File: config.mk
export PLATFORM = sky130hd
export DESIGN_NAME = led_trail_fader
export DESIGN_NICKNAME = d
export VERILOG_FILES = /design/src/rtl/led_trail_fader.sv
export SDC_FILE = /design/constraint.sdc
export NUM_CORES = 1
export LEC_CHECK = 0
export ABC_AREA = 0
export CAP_MARGIN = 20
export CORE_UTILIZATION = 25
export DETAILED_ROUTE_END_ITERATION = 7
export PLACE_DENSITY = 0.48
export SYNTH_ARGS = -nofsm -noshare
export SYNTH_HDL_FRONTEND = slang
export SYNTH_SLANG_ARGS = --single-unit
File: constraint.sdc
create_clock -name clk -period 2.49 [get_ports clk]
set_clock_uncertainty 0.1 [all_clocks]
set_input_delay 0.249 -clock clk [delete_from_list [all_inputs] [get_ports clk]]
set_output_delay 0.249 -clock clk [all_outputs]
set_load 0.01 [all_outputs]
File: src/rtl/led_trail_fader.sv
// Per-LED PWM driver that turns a one-hot scanner pattern into a fading comet tail.
// Lit LEDs load max_level; dark LEDs halve (or shift down) their level on each decay tick.
module led_trail_fader #(
  parameter int          PWM_BITS     = 8,
  parameter logic [21:0] DECAY_PERIOD = 22'd999999,
  parameter int          DECAY_SHIFT  = 1
) (
  input  logic                clk,
  input  logic                reset_,
  input  logic [7:0]          led_in,
  input  logic                enable,
  input  logic [PWM_BITS-1:0] max_level,
  output logic [7:0]          pwm_out
);

  // PWM counter stops one short of all-ones so a full-scale level is 100% on.
  localparam logic [PWM_BITS-1:0] PWM_LAST = {{(PWM_BITS-1){1'b1}}, 1'b0};

  logic [7:0]          led_q_reg;
  logic [21:0]         decay_cnt_reg, decay_cnt_next;
  logic [PWM_BITS-1:0] pwm_cnt_reg, pwm_cnt_next;
  logic                tick;

  always_comb begin
    decay_cnt_next = '0;
    pwm_cnt_next   = '0;
    if (enable) begin
      if (decay_cnt_reg != DECAY_PERIOD)
        decay_cnt_next = decay_cnt_reg + 22'd1;
      if (pwm_cnt_reg != PWM_LAST)
        pwm_cnt_next = pwm_cnt_reg + {{(PWM_BITS-1){1'b0}}, 1'b1};
    end
  end

  assign tick = enable && (decay_cnt_reg == DECAY_PERIOD);

  always_ff @(posedge clk or negedge reset_) begin
    if (!reset_) begin
      led_q_reg     <= '0;
      decay_cnt_reg <= '0;
      pwm_cnt_reg   <= '0;
    end else begin
      led_q_reg     <= led_in;
      decay_cnt_reg <= decay_cnt_next;
      pwm_cnt_reg   <= pwm_cnt_next;
    end
  end

  genvar gi;
  generate
    for (gi = 0; gi < 8; gi++) begin : g_led
      logic [PWM_BITS-1:0] level_reg, level_next;
      logic                pwm_reg;

      // Load beats decay, so a held-lit LED never fades.
      always_comb begin
        level_next = level_reg;
        if (!enable)
          level_next = '0;
        else if (led_q_reg[gi])
          level_next = max_level;
        else if (tick)
          level_next = level_reg >> DECAY_SHIFT;
      end

      always_ff @(posedge clk or negedge reset_) begin
        if (!reset_) begin
          level_reg <= '0;
          pwm_reg   <= 1'b0;
        end else begin
          level_reg <= level_next;
          pwm_reg   <= enable && (level_reg > pwm_cnt_reg);
        end
      end

      assign pwm_out[gi] = pwm_reg;
    end
  endgenerate

endmodule
* Word level (Yosys, flattened, before mapping) *
Cells that the tools add are included.

storage, ports and cells
  output and inout port bits = 8
  register bits after elaboration = 110
  input port bits = 19
  word-level logic and storage cells = 77

cells by class
  equality and inequality tests = 11
  reduce and logical (&&, ||, !) cells = 9
  order comparisons = 8
  add/subtract/negate cells = 2
  muxes and demuxes = 28

operators with widths
  cell                                                     number
  two-way mux 8 bit                                        26
  > comparator 8 bit                                       8
  two-way mux 22 bit                                       2
  inequality test 3 x 1 -> 1 bit, second input constant    8
  adder 22 x 1 -> 22 bit, second input constant            1
  == test 22 x 20 -> 1 bit, second input constant          1
  inequality test 22 x 20 -> 1 bit, second input constant  1
  logical AND 1 bit                                        9
  adder 8 x 1 -> 8 bit, second input constant              1
  inequality test 8 bit, second input constant             1

* Longest topological paths before layout *
Gate-level depths: netlist (run 1).

  depth after elaboration = 5
  mapped depth = 8
  depth with buffers taken out = 7

* Least setup slack after synthesis (run 1) *
No wires, ideal clock.

  kind = reg2reg
  start = register decay_cnt_reg[12]
  end = register g_led[7].level_reg[0]
  path slack = 0.112 ns
  arrival time = 2.142 ns
  data required time = 2.254 ns
  cell stages (with the launch flop) = 9
  path through = dfrtp_1 > or4_1 > or3_1 > or3_1 > clkbuf_1 > buf_6 > buf_6 > mux2i_1 > a21oi_1

on the way
  word-level cells in the longest chain between the ends = 3

RTL lines
  item                                             line  RTL
  start: declaration                               20    logic [21:0] decay_cnt_reg, decay_cnt_next;
  start signal: assignment                         44    decay_cnt_reg <= decay_cnt_next;
  == test 22 x 20 -> 1 bit                         35    assign tick = enable && (decay_cnt_reg == DECAY_PERIOD);
  logical AND 1 bit                                35
  inequality test 3 x 1 -> 1 bit (no source line)  -
  end signal: assignment                           71    level_reg <= level_next;
  end: declaration                                 52    logic [PWM_BITS-1:0] level_reg, level_next;

Every way passes these cells.
A chain may end at the register's enable or synchronous reset.

* Final worst setup path (run 1) *
  start = register decay_cnt_reg[12]
  end = register g_led[0].level_reg[4]

on the way
  word-level cells in the longest chain between the ends = 3

RTL lines
  item                                             line
  == test 22 x 20 -> 1 bit                         35
  logical AND 1 bit                                35
  inequality test 3 x 1 -> 1 bit (no source line)  -
  end signal: assignment                           71
  end: declaration                                 52

Every way passes these cells.

==> results.yml, run 1 <==
setup_path:
  required_ns: 2.61
  path_class: "reg2reg"
  cp_num_buf_inv: 1
  cp_top_family: "simple AND/OR/NAND/NOR gates"
  crit_chain: "or4_1, or3_1, or3_4, buf_12, mux2i_1, a21oi_1"
  crit_path_start_kind: "flop"
  cpPeakStageDelay_ns: 0.51
  critical_path.slowest_cell: "or4_1"
  r2r_setup_slack_ns: 0.1
  worst_setup_path_end_kind: "flop"
  cp_max_fo: 43
  arrival_ns: 2.52
placement:
  place_ws_ns: 0.142
  dp.cells: 955
  portBuffers: 26
  dp_hpwl_um: 10100
  place.gp.congestion: 0.713
power:
  clockPowerShare_pct: 37.9
  p_switching_w: 0.00110
  seq_power_share_pct: 47.2
  combPwrFrac_pct: 14.9
  p_per_area_mw_per_mm2: 573
  total_leakage_power_nw: 3.52
  ir_drop_uv: 323
  intPower_w: 0.00306
  switching_share_pct: 26.4
synth:
  synth_edf_count: 0
  syn_nets: 709
  ys_ff_latch: 110
  syn_inst: 623
  yosysMostFrequentCell: "dfrtp_1"
  ys_seq_area_share_pct: 43.8
  ys.flop_type: "dfrtp_1"
  avgSynthCellArea_um2: 10.1
  ys_top_cells_by_area: "dfrtp_1, ha_1, mux2i_1, a21oi_1, o21ai_0"
  synth_top_cell_area_share_pct: 43.8
  synthArstFlopShare_pct: 100
  synth.top_cells.by_count: "dfrtp_1, a21oi_1, o21ai_0"
  yosysTopAreaCell: "dfrtp_1"
  synth.distinct_cells: 29
  synth_warnings: 0
  synth_area_mm2: 0.00629
floorplanning:
  pin_count: 27
  dieArea_mm2: 0.0258
  start_util_pct: 25.7
  row_count: 57
  fp.dieH_um: 161
  die_w_um: 161
  coreArea_mm2: 0.0245
sta:
  setup_viol: 0
  fmax_mhz: 418
  slew_headroom_pct: 60.9
  final_max_slew_viol_count: 0
  fin_tns_setup_ns: 0
  tightest_slew_ns: 0.586
  finalCriticalPeriod_ns: 2.39
  finalHoldViolCount: 0
  hold_ws_ns: 0.170
  fin_ws_ns: 0.0962
  rsz0062_at_grt: "no"
  fin_crit_sh_pct: 96.1
route:
  routed_wl_um: 15200
  drt_iter0_markers: 212
  first_pass_iters: 4
  via_count: 4501
  drtAntennaViolNets: 0
  post_drt_via_cell_ratio: 4.63
  drcViolationCount: 0
  routedWlPerCell_um: 15.6
clocking:
  ctsRootBufferMaster: "clkbuf_16"
  cts_tree: "yes"
  clkTransAtPathRegs_ns: 0.08
  post_cts_resized: 0
  cts.sinks: 110
  cts.path.max_buffers: 2
  cts_buffers: 9
  htreeDepth: 3
  clock_latency_ns: 0.35
status:
  outcome: "finished clean"
global_routing:
  antenna_found_initial: 0
  grt_overflow: 0
  grt_max_degree: 44
  grt_pass1_wl_um: 24800
  grt_pass1_vias: 4374
  grt_util_all_layers_pct: 12.4
layout:
  syn_to_final_growth_pct: 15.5
  diodes: 0
  fillers: 2557
  final_nets: 729
  largest_reg_flops: 64
  fin_cells: 972
  final_layout_size_suffix_gt1_share_pct: 5.25
min_path:
  hold_class: "in2reg"
job:
  maxCapViolations: 0
## kinds of logic after synthesis
group                    count (synthesis)  synth area share, %
flip-flops                             110                 43.8
XOR/XNOR                                26                 3.62
AO/OA/AOI/OAI                          184                 16.2
multiplexers                            56                 8.92
buffers and inverters                   59                 4.54
adder cells (fa/ha/maj)                 67                 13.3
AND/OR/NAND/NOR                        121                 9.57
## worst paths after layout
check,cells after the start,from,endpoint
setup / recovery,6,decay_cnt_reg[12],g_led[0].level_reg[4]
hold / removal,3,enable,g_led[4].level_reg[1]
setup reg to reg,6,decay_cnt_reg[12],g_led[0].level_reg[4]
hold reg to reg,1,decay_cnt_reg[0],decay_cnt_reg[0]
max in group asynchronous,3,reset_,g_led[4].level_reg[7]
min in group asynchronous,2,reset_,decay_cnt_reg[11]
## layout by cell type, fill, tap and decap left out, drive strengths merged
cell type,count
and2,4
clkbuf,10
nand2,27
nand4,22
nand3,10
nor2b,8
or4,1
dlygate4sd3,1
o21ai,72
clkinvlp,1
and3,4
a21o,16
xnor2,18
mux2i,56
inv,26
o21a,16
nor2,33
clkdlybuf4s50,24
o21bai,8
clkinv,3
bufinv,2
buf,17
ha,67
or3,2
dfrtp,110
nor3,6
nor4bb,1
and4,3
a21oi,72
xor2,8
## stage by stage
stage | instance area (µm²) | util [%] | power [W]
2_1_floorplan | 6290 | - | 0.00239
3_3_place_gp | 6940 | 28.4 | 0.00263
3_5_place_dp | 6940 | 28.4 | 0.00263
4_1_cts | 7260 | 29.7 | 0.00422
5_1_grt | 7260 | 29.7 | 0.00438
6_report | 7260 | 29.7 | 0.00416
## cell type report
type	instances	area [µm²]	share of cell area [%]
multi-input cells	454	3250	44.8
flip-flops and latches	110	2750	37.9
repair buffers	42	438	6.03
well taps	324	405	5.58
clock buffers	10	229	3.15
inverters	26	97.6	1.34
clock inverters	6	86.3	1.19
## timing repair
item / 4_1_cts / 5_1_grt
endpoints found under the hold margin: 39 / 0
hold buffers: 1 / 0
setup buffers: 0 / 0
## power by group through the flow
stage,clock [W],combinational (W),sequential (W)
2_1_floorplan,0,0.000416,0.00197
3_3_place_gp,0,0.000626,0.00200
3_5_place_dp,0,0.000631,0.00200
4_1_cts,0.00162,0.000634,0.00196
5_1_grt,0.00169,0.000719,0.00198
6_report,0.00158,0.000622,0.00196
## routing by layer
| metal | global-route usage, % | up-vias | routed length (µm) |
|---|---|---|---|
| met5 | 0 | - | 0 |
| met1 | 18.3 | 2172 | 7910 |
| met4 | 4.16 | 0 | 205 |
| met3 | 1.45 | 14 | 456 |
| met2 | 18.7 | 53 | 6590 |
| li1 | - | 2262 | - |
## worst reg2reg max path, delay by kind of cell (launching register included)
kind	cells	cell delay, ns
AND/OR/NAND/NOR	3	1.24
flip-flops	1	0.37
multiplexers	1	0.28
buffers and inverters	1	0.20
AO/OA/AOI/OAI	1	0.08
Note: power is estimated with default switching activity, not from simulation.
==> run 2, diff against run 1 <==
Settings changed: SETUP_SLACK_MARGIN set to 0.1.
==> run 2 against run 1 <==
  * Total power barely moved
  * Flip-flop and latch count did not move
  * Routed wire length increased by 1.9%
  * Largest cell class unchanged
==> results.yml, run 2 (synthesized netlist as in run 1, its figures left out) <==
status:
  outcome: "finished clean"
sta:
  rsz0062_at_grt: "yes"
  finalCriticalPeriod_ns: 2.34
  finalHoldViolCount: 0
  setup_viol: 0
  fmax_mhz: 428
  tightest_slew_ns: 0.586
  fin_crit_sh_pct: 93.9
  slew_headroom_pct: 60.9
  fin_tns_setup_ns: 0
  fin_ws_ns: 0.152
  final_max_slew_viol_count: 0
layout:
  mostFrequentLayoutCells: "dfrtp_1, o21ai_0, a21oi_1, ha_1, mux2i_1"
  final_layout_size_suffix_gt1_share_pct: 5.70
  fillers: 2558
  layout_commonest_cell: "dfrtp_1"
  largest_reg_flops: 64
  diodes: 0
  syn_to_final_growth_pct: 16.2
  final_nets: 730
floorplanning:
  coreArea_mm2: 0.0245
  pin_count: 27
  start_util_pct: 25.7
  die_w_um: 161
  row_count: 57
  dieArea_mm2: 0.0258
  fp.dieH_um: 161
route:
  routedWlPerCell_um: 15.9
  post_drt_via_cell_ratio: 4.65
  via_count: 4522
  drt_iter0_markers: 243
  drcViolationCount: 0
  routed_wl_um: 15400
  drtAntennaViolNets: 0
  first_pass_iters: 4
clocking:
  clock_latency_ns: 0.35
  ctsRootBufferMaster: "clkbuf_16"
  cts_tree: "yes"
  clkTransAtPathRegs_ns: 0.07
  cts.path.max_buffers: 2
  cts.sinks: 110
  htreeDepth: 3
  cts_buffers: 9
  postCtsSetupBuffers: 0
placement:
  place.gp.congestion: 0.713
  place_ws_ns: 0.142
  portBuffers: 26
  dp_hpwl_um: 10100
global_routing:
  grt_pass1_vias: 4374
  grt_overflow: 0
  grt_util_all_layers_pct: 12.4
  antenna_found_initial: 0
  grt_max_degree: 44
  grt_pass1_wl_um: 24800
min_path:
  hold_class: "in2reg"
setup_path:
  path_class: "reg2reg"
  required_ns: 2.61
  crit_path_start_kind: "flop"
  worst_setup_path_end_kind: "flop"
  arrival_ns: 2.46
  cp_max_fo: 21
power:
  total_leakage_power_nw: 3.53
  ir_drop_uv: 323
  p_per_area_mw_per_mm2: 570
job:
  maxCapViolations: 0
## run 2: final timing paths
kind	slack [ns]	cells after the start	startpoint	endpoint
setup / recovery	0.15	6	decay_cnt_reg[12]	g_led[0].level_reg[6]
hold / removal	0.17	3	enable	g_led[4].level_reg[1]
setup reg to reg	0.15	6	decay_cnt_reg[12]	g_led[0].level_reg[6]
hold reg to reg	0.36	1	decay_cnt_reg[0]	decay_cnt_reg[0]
max in group asynchronous	1.33	3	reset_	g_led[4].level_reg[7]
min in group asynchronous	0.36	2	reset_	decay_cnt_reg[11]
## run 2: cell type report
class,count,area (µm²),area share [%]
Clock buffer,10,229,3.13
Clock inverter,6,86.3,1.18
Inverter,26,97.6,1.34
Multi-Input combinational cell,454,3260,44.6
Sequential cell,110,2750,37.7
Tap cell,324,405,5.55
Timing Repair Buffer,43,474,6.49
## run 2: critical path, cell delays in order (launching register included)
cell       delay (ns)
dfrtp_1          0.37
or4_1            0.51
or3_1            0.32
or3_4            0.41
clkbuf_16        0.25
mux2i_1          0.17
a21oi_1          0.08
## run 2: stage by stage
step	hold WS, ns	power [W]	cell area (µm²)	instances	utilization [%]
after detailed placement	0.203	0.00263	6940	955	28.4
after CTS	0.157	0.00422	7260	972	29.7
after floorplan	-0.147	0.00239	6290	623	-
after global placement	0.202	0.00263	6940	955	28.4
final	0.167	0.00416	7310	973	29.9
after global routing	0.187	0.00438	7310	973	29.9
## run 2: per-layer routing
layer	vias to the layer above	track usage, %	wire length, µm
met4	0	4.16	190
met3	12	1.45	476
met5	-	0	0
met2	61	18.7	6680
li1	2274	-	-
met1	2175	18.3	8100
## run 2: timing repair
item	CTS	global route
setup endpoints to repair	0	54
hold buffers	1	0
hold endpoints to repair	39	0
resized for setup	0	4
## run 2: where the power goes
| part | internal (W) | switching (W) | total [W] |
|---|---|---|---|
| clock network | 0.000882 | 0.000693 | 0.00158 |
| logic | 0.000293 | 0.000330 | 0.000624 |
| registers | 0.00188 | 0.0000786 | 0.00196 |
==> run 3, diff against run 2 <==
Settings changed: CAP_MARGIN 20 to unset, CORE_ASPECT_RATIO set to 0.8, CORE_UTILIZATION 25 to 55, PLACE_DENSITY 0.48 to 0.83.
==> run 3 against run 2 <==
  * The flow now finishes with violations (negative setup slack)
  * Routed wire length increased by 4.5%
  * Total power down 2.6%
  * Maximum frequency is 8.3% lower
  * Flip-flop and latch count stayed put
  * Die area fell by 54%
  * Largest power group unchanged
  * Highest routed layer unchanged
==> results.yml, run 3 (synthesized netlist as in run 1, its figures left out) <==
sta:
  fin_ws_ns: -0.0605
  fin_crit_sh_pct: 102
  final_max_slew_viol_count: 0
  rsz0062_at_grt: "yes"
  finalHoldViolCount: 0
  slew_headroom_pct: 61.3
  finalCriticalPeriod_ns: 2.55
  setup_viol: 11
  tightest_slew_ns: 0.579
  fmax_mhz: 392
setup_path:
  path_class: "reg2reg"
  r2r_setup_slack_ns: -0.06
  arrival_ns: 2.65
  crit_path_start_kind: "flop"
  cp_num_buf_inv: 1
  crit_chain: "or4_4, or3_4, or3_4, buf_12, mux2i_1, a21oi_1"
  cp_top_family: "simple AND/OR/NAND/NOR gates"
  cpPeakStageDelay_ns: 0.54
  cp_common_cell: "or3_4"
  required_ns: 2.59
  worst_setup_path_end_kind: "flop"
  critical_path.slowest_cell: "or4_4"
  cp_max_fo: 6
job:
  maxCapViolations: 0
layout:
  syn_to_final_growth_pct: 15.1
  largest_reg_flops: 64
  area.sequential_mm2: 0.00275
  layout_commonest_cell: "dfrtp_1"
  final_layout_size_suffix_gt1_share_pct: 7.03
  mostFrequentLayoutCells: "dfrtp_1, a21oi_1, o21ai_0, ha_1, mux2i_1"
  fin_cells: 798
  multiInputGateArea_mm2: 0.00331
  diodes: 0
  fillers: 800
  final_nets: 735
placement:
  place_ws_ns: -0.0260
  portBuffers: 26
  dp.cells: 772
  place.gp.congestion: 0.826
  dp_hpwl_um: 9770
power:
  seq_power_share_pct: 48.5
  combPwrFrac_pct: 16.1
  total_leakage_power_nw: 3.59
  ir_drop_uv: 421
  intPower_w: 0.00299
  p_switching_w: 0.00106
  clockPowerShare_pct: 35.4
  switching_share_pct: 26.2
  power_w: 0.00405
  p_per_area_mw_per_mm2: 560
route:
  routedWlPerCell_um: 20.2
  drt_iter0_markers: 446
  drcViolationCount: 0
  routed_wl_um: 16100
  post_drt_via_cell_ratio: 6.22
  first_pass_iters: 5
  via_count: 4964
  drtAntennaViolNets: 0
floorplanning:
  pin_count: 27
  dieArea_mm2: 0.0119
  row_count: 34
  start_util_pct: 57.1
  fp.dieH_um: 97.6
  die_w_um: 122
  coreArea_mm2: 0.0110
global_routing:
  grt_overflow: 0
  grt_pass1_wl_um: 24000
  grt_util_all_layers_pct: 26.5
  grt_max_degree: 88
  grt_pass1_vias: 4767
  antenna_found_initial: 0
clocking:
  ctsRootBufferMaster: "clkbuf_16"
  clock_latency_ns: 0.35
  cts.path.max_buffers: 2
  cts_tree: "yes"
  cts_buffers: 9
  cts.sinks: 110
  htreeDepth: 3
  clkTransAtPathRegs_ns: 0.07
min_path:
  hold_class: "in2reg"
status:
  violations: "negative setup slack"
  outcome: "finished, violations left"
## run 3: worst paths after layout
path                                   start                    end  depth (start not counted)
max reg2reg                decay_cnt_reg[12]  g_led[0].level_reg[5]                          6
min reg2reg                 decay_cnt_reg[0]       decay_cnt_reg[0]                          1
min in group asynchronous             reset_           led_q_reg[2]                          2
max in group asynchronous             reset_  g_led[6].level_reg[6]                          3
min                                   enable  g_led[2].level_reg[1]                          3
max                        decay_cnt_reg[12]  g_led[0].level_reg[5]                          6
## run 3: metrics by stage
stage | instance area [µm²] | hold WS, ns | util, % | TNS, ns
final | 7240 | 0.218 | 65.7 | -0.288
after global routing | 7240 | 0.235 | 65.7 | -1.59
after CTS | 6980 | 0.205 | 63.3 | 0
after detailed placement | 6660 | 0.0695 | 60.5 | -0.0857
after global placement | 6660 | 0.0660 | 60.5 | 0
after floorplan | 6290 | -0.147 | - | 0
## run 3: cell type report
| class | instances | area share (%) |
|---|---|---|
| well taps | 144 | 2.49 |
| repair buffers | 47 | 8.33 |
| multi-input cells | 455 | 45.7 |
| clock buffers | 13 | 3.46 |
| inverters | 26 | 1.35 |
| flip-flops and latches | 110 | 38.0 |
| clock inverters | 3 | 0.605 |
## run 3: routing by layer
layer | global-route usage (%) | vias up | part of all wire (%)
met5 | 0 | - | 0
met1 | 35.1 | 2453 | 42
met2 | 43.5 | 194 | 49
met4 | 8.74 | 0 | 2.5
met3 | 4.93 | 39 | 7.3
li1 | - | 2278 | -
## run 3: power groups by stage
stage / combinational, W / sequential, W / clock, W
5_1_grt: 0.000726 / 0.00198 / 0.00152
3_5_place_dp: 0.000623 / 0.00200 / 0
6_report: 0.000652 / 0.00197 / 0.00143
3_3_place_gp: 0.000570 / 0.00199 / 0
4_1_cts: 0.000632 / 0.00196 / 0.00145
2_1_floorplan: 0.000416 / 0.00197 / 0
## run 3: tightest hold or removal path: cells and delay by family
kind            cells  cell delay, ns
compound gates      2            0.16
buf+inv             1            0.21
## run 3: what timing repair did
| item | in CTS | in global routing |
|---|---|---|
| setup endpoints to repair | 76 | 61 |
| buffers inserted | 0 | 1 |
| hold buffers | 1 | 0 |
| gates resized for setup | 3 | 23 |
| hold endpoints to repair | 23 | 0 |
| gates cloned | 0 | 8 |
| pin swaps | 0 | 23 |
